`src/rtl/bcd_counter.sv`:
```
// Multi-digit BCD up/down counter with clear, sanitising parallel load and hold.
// One bcd_digit cell per decade; the carry/borrow ripples through all digits in one cycle.

module bcd_digit (
    input  logic [3:0] d,
    input  logic       up,
    input  logic       cin,
    output logic [3:0] q,
    output logic       cout
);
    // cin is the carry (up) or borrow (down) arriving from the lower digit.
    always_comb begin
        q    = d;
        cout = 1'b0;
        if (cin) begin
            if (up) begin
                if (d >= 4'd9) begin
                    q    = 4'd0;
                    cout = 1'b1;
                end else begin
                    q = d + 4'd1;
                end
            end else begin
                if (d == 4'd0) begin
                    q    = 4'd9;
                    cout = 1'b1;
                end else begin
                    q = d - 4'd1;
                end
            end
        end
    end
endmodule

module bcd_counter #(
    parameter int DIGITS = 4
) (
    input  logic                  clk,
    input  logic                  rst,
    input  logic                  tick_en,
    input  logic                  up_dn,
    input  logic                  hold,
    input  logic                  clear,
    input  logic                  load,
    input  logic [4*DIGITS-1:0]   load_val,
    output logic [4*DIGITS-1:0]   count,
    output logic                  wrap,
    output logic                  ovf,
    output logic                  at_zero,
    output logic                  at_max,
    output logic                  load_err
);
    localparam logic [4*DIGITS-1:0] ALL_NINES = {DIGITS{4'h9}};

    logic [DIGITS:0]        carry;
    logic [4*DIGITS-1:0]    count_nxt;
    logic [4*DIGITS-1:0]    load_san;
    logic [DIGITS-1:0]      bad_digit;

    assign carry[0] = 1'b1;

    genvar g;
    generate
        for (g = 0; g < DIGITS; g++) begin : g_dig
            bcd_digit u_dig (
                .d    (count[4*g +: 4]),
                .up   (up_dn),
                .cin  (carry[g]),
                .q    (count_nxt[4*g +: 4]),
                .cout (carry[g+1])
            );
            // Non-decimal nibbles saturate to 9 so count always holds legal BCD.
            assign bad_digit[g]       = (load_val[4*g +: 4] > 4'd9);
            assign load_san[4*g +: 4] = bad_digit[g] ? 4'd9 : load_val[4*g +: 4];
        end
    endgenerate

    always_ff @(posedge clk or posedge rst) begin
        if (rst) begin
            count    <= '0;
            wrap     <= 1'b0;
            ovf      <= 1'b0;
            load_err <= 1'b0;
        end else begin
            wrap     <= 1'b0;
            load_err <= 1'b0;
            if (clear) begin
                count <= '0;
                ovf   <= 1'b0;
            end else if (load) begin
                count    <= load_san;
                load_err <= |bad_digit;
            end else if (!hold && tick_en) begin
                count <= count_nxt;
                // Carry out of the top digit means the whole counter wrapped.
                if (carry[DIGITS]) begin
                    wrap <= 1'b1;
                    ovf  <= 1'b1;
                end
            end
        end
    end

    assign at_zero = (count == '0);
    assign at_max  = (count == ALL_NINES);
endmodule

```
`config.mk`:
```
export PLATFORM = sky130hd
export DESIGN_NAME = bcd_counter
export DESIGN_NICKNAME = d
export VERILOG_FILES = /design/src/rtl/bcd_counter.sv
export SDC_FILE = /design/constraint.sdc
export NUM_CORES = 1
export LEC_CHECK = 0
export BUFFER_PORTS_ARGS = -buffer_cell sky130_fd_sc_hd__buf_2
export CORE_MARGIN = 8
export CORE_UTILIZATION = 59
export CTS_CLUSTER_DIAMETER = 40
export DETAILED_ROUTE_END_ITERATION = 7
export PLACE_DENSITY_LB_ADDON = 0.08
export SYNTH_ARGS = -nofsm -noshare
export SYNTH_HDL_FRONTEND = slang
export SYNTH_SLANG_ARGS = --single-unit
```
`constraint.sdc`:
```
create_clock -name clk -period 5.6 [get_ports clk]
set_input_delay 1.12 -clock clk [delete_from_list [all_inputs] [get_ports clk]]
set_output_delay 1.12 -clock clk [all_outputs]
set_load 0.02 [all_outputs]
```
==> results.toml <==
[critical_path]
reg2reg_to = "count[10]"
cp_num_buf_inv = 2
crit_family = "simple AND/OR/NAND/NOR gates"
path_cells = "inv_1 -> ha_1 -> or3b_2 -> nor3_1 -> buf_2"
path_class = "reg -> out"
cp_data_arrival_time_ns = 2.02
startpoint_type = "flop"
crit_fanout = 7
slowest_delay_ns = 0.49
r2r-start = "count[0]"
crit_slowest_cell = "or3b_2"
worst-r2r-cell-count = 7
reg2reg_setup_slack_ns = 3.35
end_kind = "primary output"
crit_required_ns = 4.48

[synth]
syn_area_per_cell_um2 = 7.88
netlist_area_um2 = 1910
yosysWarningCount = 0
synth-edff-count = 0
synthArstFlopShare = 1.00
ys_ff_latch = 19
seq_area_frac_synth = 0.249
ys_types = 59
synth_nets = 278
synth_top_flop_cell = "dfrtp_1"
synthCells = 242

[drt]
drcViolationCount = 0
drtIter0Drc = 156
drt_first_pass_iters = 5
ant_nets = 0
drt-total-wl_um = 5070
wl_per_cell_um = 15.9
vias_per_cell = 6.19
vias = 1970

[clock_network]
cts_max_level = 1
clock_latency_ns = 0.31
cts_tree = "built"
cts_buffers = 3
clk_pin_slew_ns = 0.12
post_cts_resized = 0
cts_hold_buffers = 0
clock_sinks = 19
clockBufferDepth = 2
cts-root-buf = "clkbuf_4"
post_cts_buffers = 0

[power_and_ir_drop]
totalPowerFinal_mw = 0.436
leakagePower_nw = 0.970
ir_worst_vdd_uv = 152
power_density_nw_per_um2 = 204

[min_path]
hp-class = "reg -> reg"
min-delay-start = "ovf"
min_to = "ovf"
holdPathStages = 2

[placed_design]
dp_hpwl_um = 3780
place_congestion = 0.860
port_buffers = 43

[job]
drv_cap = 0

[layout]
antenna_cells = 0
area_growth_pct = 11.8
layout_common_cells = "43 x buf_2, 25 x nand2_1, 23 x nor2_1, 19 x inv_1, 19 x dfrtp_1"
final_common_cell = "buf_2"
drive_above_1_share = 0.223
final_nets = 311
final.fill_count = 299

[floorplanning]
initial_core_util = 0.625
ioPinCount = 44
die_area_um2 = 5310
die_width_um = 72.9
coreArea_um2 = 3050
die_y_um = 72.9
row_count = 20

[status]
status = "complete, no violations"

[global_route]
grt_overflow_total = 0
grt_max_degree = 38
antenna_found_initial = 0
grt_util_all_layers = 0.194
grt_pass1_wl_um = 8380
grt_pass1_vias = 1791

[sta]
max_freq_mhz = 319
finalSetupViolCount = 0
grt_setup_unrepaired = "false"
finalHoldViolations = 0
slew_headroom = 0.472
finClkSkew_ns = 0.00251
finalSetupTns_ns = 0
min_period_ns = 3.14
fin_crit_sh = 0.560
report.final.slew_viol_count = 0
worst_slew_pin_slew_ns = 0.791
worst max path at each step:
stage	cells past startpoint	from	slack (ns)	endpoint
after floorplan	4	count[12]	2.71	at_zero
after global placement	5	count[12]	2.83	at_zero
after detailed placement	5	count[13]	2.81	at_zero
after CTS	5	count[13]	2.46	at_zero
after global routing	5	count[12]	2.35	at_zero
final	5	count[13]	2.46	at_zero
synthesized netlist by cell type (all sizes together) (5+ instances only):
cell type,number,area [µm²]
nand2,25,93.8
a21oi,19,106
nand3,5,25.0
ha,13,163
a31oi,6,52.6
clkbuf,8,31.3
o21ai,14,70.1
buf,7,40.0
nand2b,7,43.8
nor2,23,86.3
inv,19,71.3
o31ai,6,50.1
dfrtp,19,475
final cells by class:
class | instances | area [µm²] | share of cell area
well taps | 44 | 55.1 | 0.0258
multi-input cells | 189 | 1290 | 0.604
repair buffers | 43 | 215 | 0.101
inverters | 19 | 71.3 | 0.0335
clock buffers | 4 | 26.3 | 0.0123
flip-flops and latches | 19 | 475 | 0.223
cells by family after synthesis:
kind of cell	synth area share
xor+xnor	0.00919
flops	0.249
mux	0.00525
fa+ha+maj	0.0853
compound gates	0.330
simple gates	0.246
buf+inv	0.0748
tightest hold or removal path, cell delays in order (launching register included):
cell and delay [ns]:
dfrtp_1 0.40, inv_1 0.05, o22ai_1 0.06
report_power, final:
group	switching [mW]	leakage [nW]	internal (mW)
clock	0.0479	0.0150	0.0278
combinational	0.109	0.707	0.0753
sequential	0.0266	0.248	0.149
total	0.184	0.970	0.252
metrics by stage:
step	setup slack [ns]	cells	area (µm²)	hold WS, ns	util
finish	2.46	318	2130	0.543	0.698
global route	2.35	318	2130	0.588	0.698
CTS	2.46	318	2130	0.540	0.698
detailed placement	2.81	314	2110	0.523	0.690
global placement	2.83	314	2110	0.519	0.690
floorplan	2.71	242	1910	0.616	-
sequential cells by signal, indices dropped and copies added, names as in the netlist:
name      count
count        16
load_err      1
ovf           1
wrap          1
per-layer routing:
layer,wire (µm),vias to the layer above,global-route usage
met5,0,-,0
met4,72,0,0.0600
met3,333,7,0.0398
met2,2360,70,0.313
met1,2310,941,0.251
li1,-,952,-
Power figures use the tool's default switching activity.
